File: config.mk
export PLATFORM = sky130hd
export DESIGN_NAME = flash_sample_reader_flat
export DESIGN_NICKNAME = d
export VERILOG_FILES = /design/src/rtl/flash_sample_reader_if.sv /design/src/rtl/flash_sample_reader.sv /design/src/flat_wrapper.sv
export SDC_FILE = /design/constraint.sdc
export NUM_CORES = 1
export LEC_CHECK = 0
export ABC_AREA = 1
export CORE_MARGIN = 4
export CORE_UTILIZATION = 43
export DETAILED_ROUTE_END_ITERATION = 12
export PLACE_DENSITY = 0.77
export SYNTH_ARGS = -nofsm -noshare
export SYNTH_HDL_FRONTEND = slang
export SYNTH_SLANG_ARGS = --single-unit
File: constraint.sdc
create_clock -name clk -period 2.9 [get_ports clk]
set_clock_uncertainty 0.05 [all_clocks]
set_input_delay 0.725 -clock clk [delete_from_list [all_inputs] [get_ports clk]]
set_output_delay 0.725 -clock clk [all_outputs]
set_load 0.05 [all_outputs]
File: src/rtl/flash_sample_reader_if.sv
// flash_sample_reader_if: Avalon-MM read-only bus between the sample reader and the flash controller.
interface flash_sample_reader_if;
    logic        read;
    logic [22:0] address;
    logic [3:0]  byteenable;
    logic        waitrequest;
    logic [31:0] readdata;
    logic        readdatavalid;
    modport master (output read, address, byteenable, input waitrequest, readdata, readdatavalid);
    modport slave (input read, address, byteenable, output waitrequest, readdata, readdatavalid);
endinterface

File: src/rtl/flash_sample_reader.sv
// flash_sample_reader: fetches one 32-bit flash word per address step and plays it out
// as two 16-bit samples, one per audio tick, tracking ticks that arrive with no sample ready.
module flash_sample_reader #(
    parameter int UNDERRUN_W = 8
) (
    input  logic                    clk,
    input  logic                    rst,
    input  logic                    sample_tick,
    input  logic                    playpause,
    input  logic                    dir,
    input  logic [22:0]             addr,
    output logic                    addr_adv,
    flash_sample_reader_if.master   flash_mem,
    output logic [15:0]             audio_sample,
    output logic                    sample_valid,
    output logic [UNDERRUN_W-1:0]   underrun_cnt
);
    typedef enum logic [2:0] {IDLE, REQ, WAIT_DATA, SAMPLE_A, SAMPLE_B, ADVANCE} state_t;
    state_t                state_q, state_d;
    logic [22:0]           address_q, address_d;
    logic [31:0]           word_q, word_d;
    logic                  dir_q, dir_d;
    logic                  pending_q, pending_d;
    logic [15:0]           sample_q, sample_d;
    logic [UNDERRUN_W-1:0] underrun_q, underrun_d;
    logic                  sampling, emit, capture, late_tick;
    always_comb begin
        sampling = state_q == SAMPLE_A || state_q == SAMPLE_B;
        emit = sampling && playpause && (sample_tick || pending_q);
        // data may already be valid in the same cycle the request is accepted
        capture = flash_mem.readdatavalid &&
                  (state_q == WAIT_DATA || (state_q == REQ && !flash_mem.waitrequest));
        late_tick = playpause && !sampling && sample_tick;
        state_d = state_q;
        address_d = address_q;
        case (state_q)
            IDLE: if (playpause) begin
                state_d = REQ;
                address_d = addr;
            end
            REQ: if (!flash_mem.waitrequest) state_d = capture ? SAMPLE_A : WAIT_DATA;
            WAIT_DATA: if (capture) state_d = SAMPLE_A;
            SAMPLE_A: if (emit) state_d = SAMPLE_B;
            SAMPLE_B: if (emit) state_d = ADVANCE;
            default: state_d = IDLE;
        endcase
        word_d = capture ? flash_mem.readdata : word_q;
        dir_d = capture ? dir : dir_q;
        // forward plays the low half first, reverse plays the high half first
        sample_d = emit ? (((state_q == SAMPLE_A) == dir_q) ? word_q[15:0] : word_q[31:16]) : sample_q;
        pending_d = late_tick || (playpause && !sampling && pending_q);
        underrun_d = (late_tick && pending_q && !(&underrun_q)) ? underrun_q + UNDERRUN_W'(1) : underrun_q;
    end
    always_ff @(posedge clk or posedge rst) begin
        if (rst) begin
            state_q <= IDLE;
            address_q <= '0;
            word_q <= '0;
            dir_q <= 1'b1;
            pending_q <= 1'b0;
            sample_q <= '0;
            underrun_q <= '0;
        end else begin
            state_q <= state_d;
            address_q <= address_d;
            word_q <= word_d;
            dir_q <= dir_d;
            pending_q <= pending_d;
            sample_q <= sample_d;
            underrun_q <= underrun_d;
        end
    end
    assign flash_mem.read = state_q == REQ;
    assign flash_mem.address = address_q;
    assign flash_mem.byteenable = 4'hF;
    assign addr_adv = state_q == ADVANCE;
    assign audio_sample = sample_d;
    assign sample_valid = emit;
    assign underrun_cnt = underrun_q;
endmodule

File: src/flat_wrapper.sv
// flat-port wrapper written by rule: the top's interface ports become plain ports
module flash_sample_reader_flat 
#(
    parameter int UNDERRUN_W = 8
)
  (clk, rst, sample_tick, playpause, dir, addr, addr_adv, audio_sample, sample_valid, underrun_cnt, flash_mem_read, flash_mem_address, flash_mem_byteenable, flash_mem_waitrequest, flash_mem_readdata, flash_mem_readdatavalid);
  flash_sample_reader_if flash_mem_i ();
  input  logic clk;
  input  logic rst;
  input  logic sample_tick;
  input  logic playpause;
  input  logic dir;
  input  logic [22:0] addr;
  output logic addr_adv;
  output logic [15:0] audio_sample;
  output logic sample_valid;
  output logic [UNDERRUN_W-1:0] underrun_cnt;
  output wire logic [$bits(flash_mem_i.read)-1:0] flash_mem_read;
  output wire logic [$bits(flash_mem_i.address)-1:0] flash_mem_address;
  output wire logic [$bits(flash_mem_i.byteenable)-1:0] flash_mem_byteenable;
  input wire logic [$bits(flash_mem_i.waitrequest)-1:0] flash_mem_waitrequest;
  input wire logic [$bits(flash_mem_i.readdata)-1:0] flash_mem_readdata;
  input wire logic [$bits(flash_mem_i.readdatavalid)-1:0] flash_mem_readdatavalid;
  assign flash_mem_read = flash_mem_i.read;
  assign flash_mem_address = flash_mem_i.address;
  assign flash_mem_byteenable = flash_mem_i.byteenable;
  assign flash_mem_i.waitrequest = flash_mem_waitrequest;
  assign flash_mem_i.readdata = flash_mem_readdata;
  assign flash_mem_i.readdatavalid = flash_mem_readdatavalid;
  flash_sample_reader #(.UNDERRUN_W(UNDERRUN_W)) u_core (.clk(clk), .rst(rst), .sample_tick(sample_tick), .playpause(playpause), .dir(dir), .addr(addr), .addr_adv(addr_adv), .flash_mem(flash_mem_i), .audio_sample(audio_sample), .sample_valid(sample_valid), .underrun_cnt(underrun_cnt));
endmodule
Word level (Yosys, flattened, before mapping) --
Cells that the tools add are included.
Cells by class: equality and inequality tests 11, add/subtract/negate cells 1, muxes and demuxes 9, reduce and logical (&&, ||, !) cells 20
Operator list (number):
- 16-bit 2-to-1 mux | 2
- 3-bit 2-to-1 mux | 5
- 3-bit case mux with 5 select lines | 1
- 1-bit logical AND | 9
- 8-bit by 1-bit adder with 8-bit output, second input constant | 1
- 2-bit inequality test, second input constant | 4
- 8-bit AND reduction | 1
- 3-bit by 2-bit equality test with 1-bit output, second input constant | 2
- 3-bit equality test, second input constant | 2
- 5-bit AND reduction | 1
- 1-bit logical OR | 4
- 3-bit by 1-bit equality test with 1-bit output, second input constant | 1
- 1-bit logical NOT | 3
- 3-bit logical NOT | 1
- 2-bit by 1-bit inequality test with 1-bit output, second input constant | 1
- 2-bit AND reduction | 1
- 1-bit equality test | 1
- 1-bit 2-to-1 mux | 1
Word-level totals: word-level logic and storage cells 48, bits in registers 84, input bits 62

Logic depth before layout (Yosys ltp) --
depth after elaboration 7, gate-level depth with buffers 10, depth with buffers taken out 8

Worst setup path before layout --
No wires, ideal clock.
path type input-to-output, from in sample_tick, to out audio_sample[10], path buffers 1, slack 279 ps, cell stages on the path 6, arrival time 1846 ps, path through o21ai_1 nor2_8 inv_2 buf_4 nand2_1 nand2_1
Between the ends: cells in the longest elaborated chain, start to end 3
Ends and longest elaborated chain:
- start: declaration | line flat_wrapper.sv:10 | input logic sample_tick;
- 1-bit logical OR | line flash_sample_reader.sv:29 | emit = sampling && playpause && (sample_tick || pending_q);
- 1-bit logical AND | line flash_sample_reader.sv:29
- 16-bit 2-to-1 mux | line flash_sample_reader.sv:50 | sample_d = emit ? (((state_q == SAMPLE_A) == dir_q) ? word_q[15:0] : word_q[31:16]) : sample_q;
- end: declaration | line flat_wrapper.sv:15 | output logic [15:0] audio_sample;
Every way passes these cells.

Final worst setup path --
from in playpause, to out audio_sample[11]
Between the ends: cells in the longest elaborated chain, start to end 3
Ends and longest elaborated chain:
- start: declaration | line flat_wrapper.sv:11 | input logic playpause;
- 1-bit logical AND (2 in series) | line flash_sample_reader.sv:29
- 16-bit 2-to-1 mux | line flash_sample_reader.sv:50
Every way passes these cells.

==> summary.txt <==
Yosys
  • Syn avg cell area: 9.29 um2
  • Register bit count reported by yosys: 84
  • Post-synthesis instance area: 3880 um2
  • Leading area contributor after synthesis: dfrtp_1
  • Synth cell types: 27
  • Seq/Total Area, Yosys: 0.542
  • Synth warnings: 0
  • Top cell type's share of synthesized area: 0.535
  • Top cells by area, synth: dfrtp_1 53%, nand2_1 11%, a21oi_2 6.8%
  • Post-Synthesis Cells: 418

Global routing
  • Vias in the first global route: 3228
  • Largest net degree at the start of global routing: 85
  • GR Overflow Total: 0
  • First-pass GRT wire length: 14500 um
  • Tot GR Track Use: 0.173
  • Antenna violations before repair: 0

Timing
  • Tcrit/Tclk final: 0.977
  • Fin. max-slew vios: 0
  • Slew margin rel.: 0.619
  • Worst-Margin Slew: 0.572 ns
  • Max frequency: 353 MHz
  • WHS: 0.441 ns
  • Shortest period the worst path allows: 2.83 ns
  • Setup violators final: 0
  • Hold Fails Final Rpt: 0
  • RSZ-0062 raised after global routing: false

Cells and area
  • # diodes: 0
  • Area Overhead vs Synth: 42.0%
  • Layout Nets: 598
  • Final core occ: 0.629
  • Most frequent cells in the layout: 108 x nand2_1, 93 x clkdlybuf4s50_1, 81 x dfrtp_1, 48 x inv_1, 45 x nor2_1
  • Fin area: 5520 um2
  • Final cell count without fillers: 648
  • Commonest non-fill, non-tap cell in the layout: nand2_1
  • Share of cells above drive strength 1: 0.178
  • Fill cells: 714

CTS
  • CTS root buf: clkbuf_8
  • Clock transition at path regs: 0.08 ns
  • Hold buffer count at cts: 0
  • TritonCTS clock tree: yes
  • CTS buffer count: 9
  • Htree depth: 3
  • Clock Latency Late Sink: 0.35 ns
  • Setup Fix Bufs, Post-CTS: 0
  • Sink Count: 84
  • Clock Path Buffers: 2

Floorplan
  • Row Count: 34
  • Die Y: 103 um
  • Die area: 10600 um2
  • CORE AREA: 8760 um2
  • I/O Pins: 116
  • Initial Util: 0.443
  • Die W: 103 um

Setup path
  • Crit-path max FO: 7
  • CP Data Required Time: 2.12 ns
  • Worst R2R Start: u_core.state_q[2]$_DFFE_PP0P_
  • R2R Path End: u_core.word_q[12]$_DFFE_PP0N_
  • Slowest stage delay, CP: 0.53 ns
  • Slowest CP cell: clkdlybuf4s50_1
  • R2R depth: 7
  • Cell family with most CP delay: buffers and inverters
  • CP Cell Sequence: clkdlybuf4s50_1 > o21ai_4 > nor2_8 > buf_4 > nand3_1 > nand2_1 > buf_12
  • Crit start category: input pin
  • Critical path class: input pin to output port
  • Crit. End Element: output port
  • WP data arrival: 2.06 ns
  • Critical path buffer and inverter count: 3
  • R2R Setup Slk: 0.97 ns

Drt
  • M1 WL: 3510 um
  • Router iterations before antenna repair: 4
  • WL/cell: 13.4 um
  • DRT Wirelength: 8680 um
  • Metal2 WL: 4310 um
  • Post-route ant nets: 0
  • DRT iter0 DRCs: 84
  • Top layer in use: met4
  • DRC: 0
  • Avg Vias per Cell: 4.76
  • WL met3: 680 um
  • Via count: 3083

Power
  • P per Cell Area: 1270 nW/um2
  • Tot Pwr: 7.00 mW
  • Leakage power: 2.64 nW
  • Maximum vdd drop: 0.000750 V

Run
  • Max-cap violations: 0

Place
  • Routability congestion estimate from global placement: 0.786
  • Placed wire-length estimate: 6420 um
  • Post-DP Area: 5300 um2
  • IO Port Bufs: 111
  • DP Cell Count: 632

Worst hold path
  • Hold Startpoint: u_core.flash_mem.address[3]$_DFFE_PP0P_
  • Hold path depth: 1
  • Hold Path End: u_core.flash_mem.address[3]$_DFFE_PP0P_
  • Hold WC Path Type: flop to flop

Outcome
  • Outcome: complete, no violations
## cell type report
type | instances | area (um2) | area share
Clock buffer | 10 | 128 | 0.0231
Clock inverter | 6 | 47.5 | 0.00862
Tap cell | 108 | 135 | 0.0245
Multi-Input combinational cell | 266 | 1480 | 0.268
Inverter | 53 | 208 | 0.0377
Timing Repair Buffer | 121 | 1410 | 0.256
Sequential cell | 84 | 2110 | 0.382
## routing by layer
metal / vias to the layer above / GRT usage
met5: - / 0
met1: 1443 / 0.206
met4: 0 / 0.0667
met2: 105 / 0.302
met3: 15 / 0.0419
li1: 1520 / -
## power by group
part | switching (mW) | total, mW | internal (mW)
Clock | 0.437 | 0.755 | 0.317
Sequential | 0.247 | 1.96 | 1.71
Combinational | 2.62 | 4.29 | 1.66
## kinds of logic (layout without fill, tap and decap cells)
logic type,after synthesis,in the layout,synth area share
simple gates,197,197,0.213
flops,84,84,0.542
buf+inv,71,190,0.0879
compound gates,37,37,0.0776
mux,23,23,0.0667
xor+xnor,4,4,0.00902
fa+ha+maj,1,1,0.00322
other cells,1,4,0.000966
## through the flow
| step | worst slack [ns] | TNS (ns) |
|---|---|---|
| 6_report | 0.0677 | 0 |
| 5_1_grt | 0.00194 | 0 |
| 4_1_cts | 0.00154 | 0 |
| 3_5_place_dp | -0.136 | -1.50 |
| 3_3_place_gp | -0.0929 | -0.910 |
| 2_1_floorplan | 0.279 | 0 |
## worst reg2reg max path, delay by kind of cell (launching register included)
kind / cells / cell delay (ns)
flops: 1 / 0.44
buf+inv: 2 / 0.50
compound gates: 1 / 0.04
simple gates: 4 / 0.79
## worst max path at each step
| stage | start | endpoint | cells past startpoint |
|---|---|---|---|
| after floorplan | sample_tick | audio_sample[10] | 6 |
| after global placement | sample_tick | audio_sample[13] | 8 |
| after detailed placement | sample_tick | audio_sample[13] | 8 |
| after CTS | u_core.state_q[2]$_DFFE_PP0P_ | audio_sample[13] | 9 |
| after global routing | u_core.state_q[2]$_DFFE_PP0P_ | audio_sample[3] | 9 |
| final | playpause | audio_sample[11] | 7 |
## flip-flops by register name (all words and copies together) (netlist names)
register	cells
u_core.flash_mem.address	23
u_core.state_q	3
u_core.underrun_cnt	8
u_core.sample_q	16
u_core.dir_q	1
u_core.pending_q	1
u_core.word_q	32
## timing repair
action                     CTS  global route
gates resized for setup      2            14
setup endpoints to repair   16            17
pin swaps                    0             1
cloned                       0             0
## Yosys cell counts
cell and number:
a21oi_1 4, nor2_4 1, nand4_1 3, nand2_2 2, dfrtp_1 83, nor2_2 1, xor2_1 3, inv_2 4
nand3_1 25, o21ai_1 2, buf_6 6, nand2_1 115, nand3_2 2, buf_2 6, nor2_8 1, nand3b_1 1
mux2_1 23, a21oi_2 30, conb_1 1, nor3_1 1, buf_4 6, dfstp_2 1, xnor2_1 1, o21ai_2 1
nor2_1 45, inv_1 49, ha_1 1
Note: power is estimated with default switching activity, not from simulation.
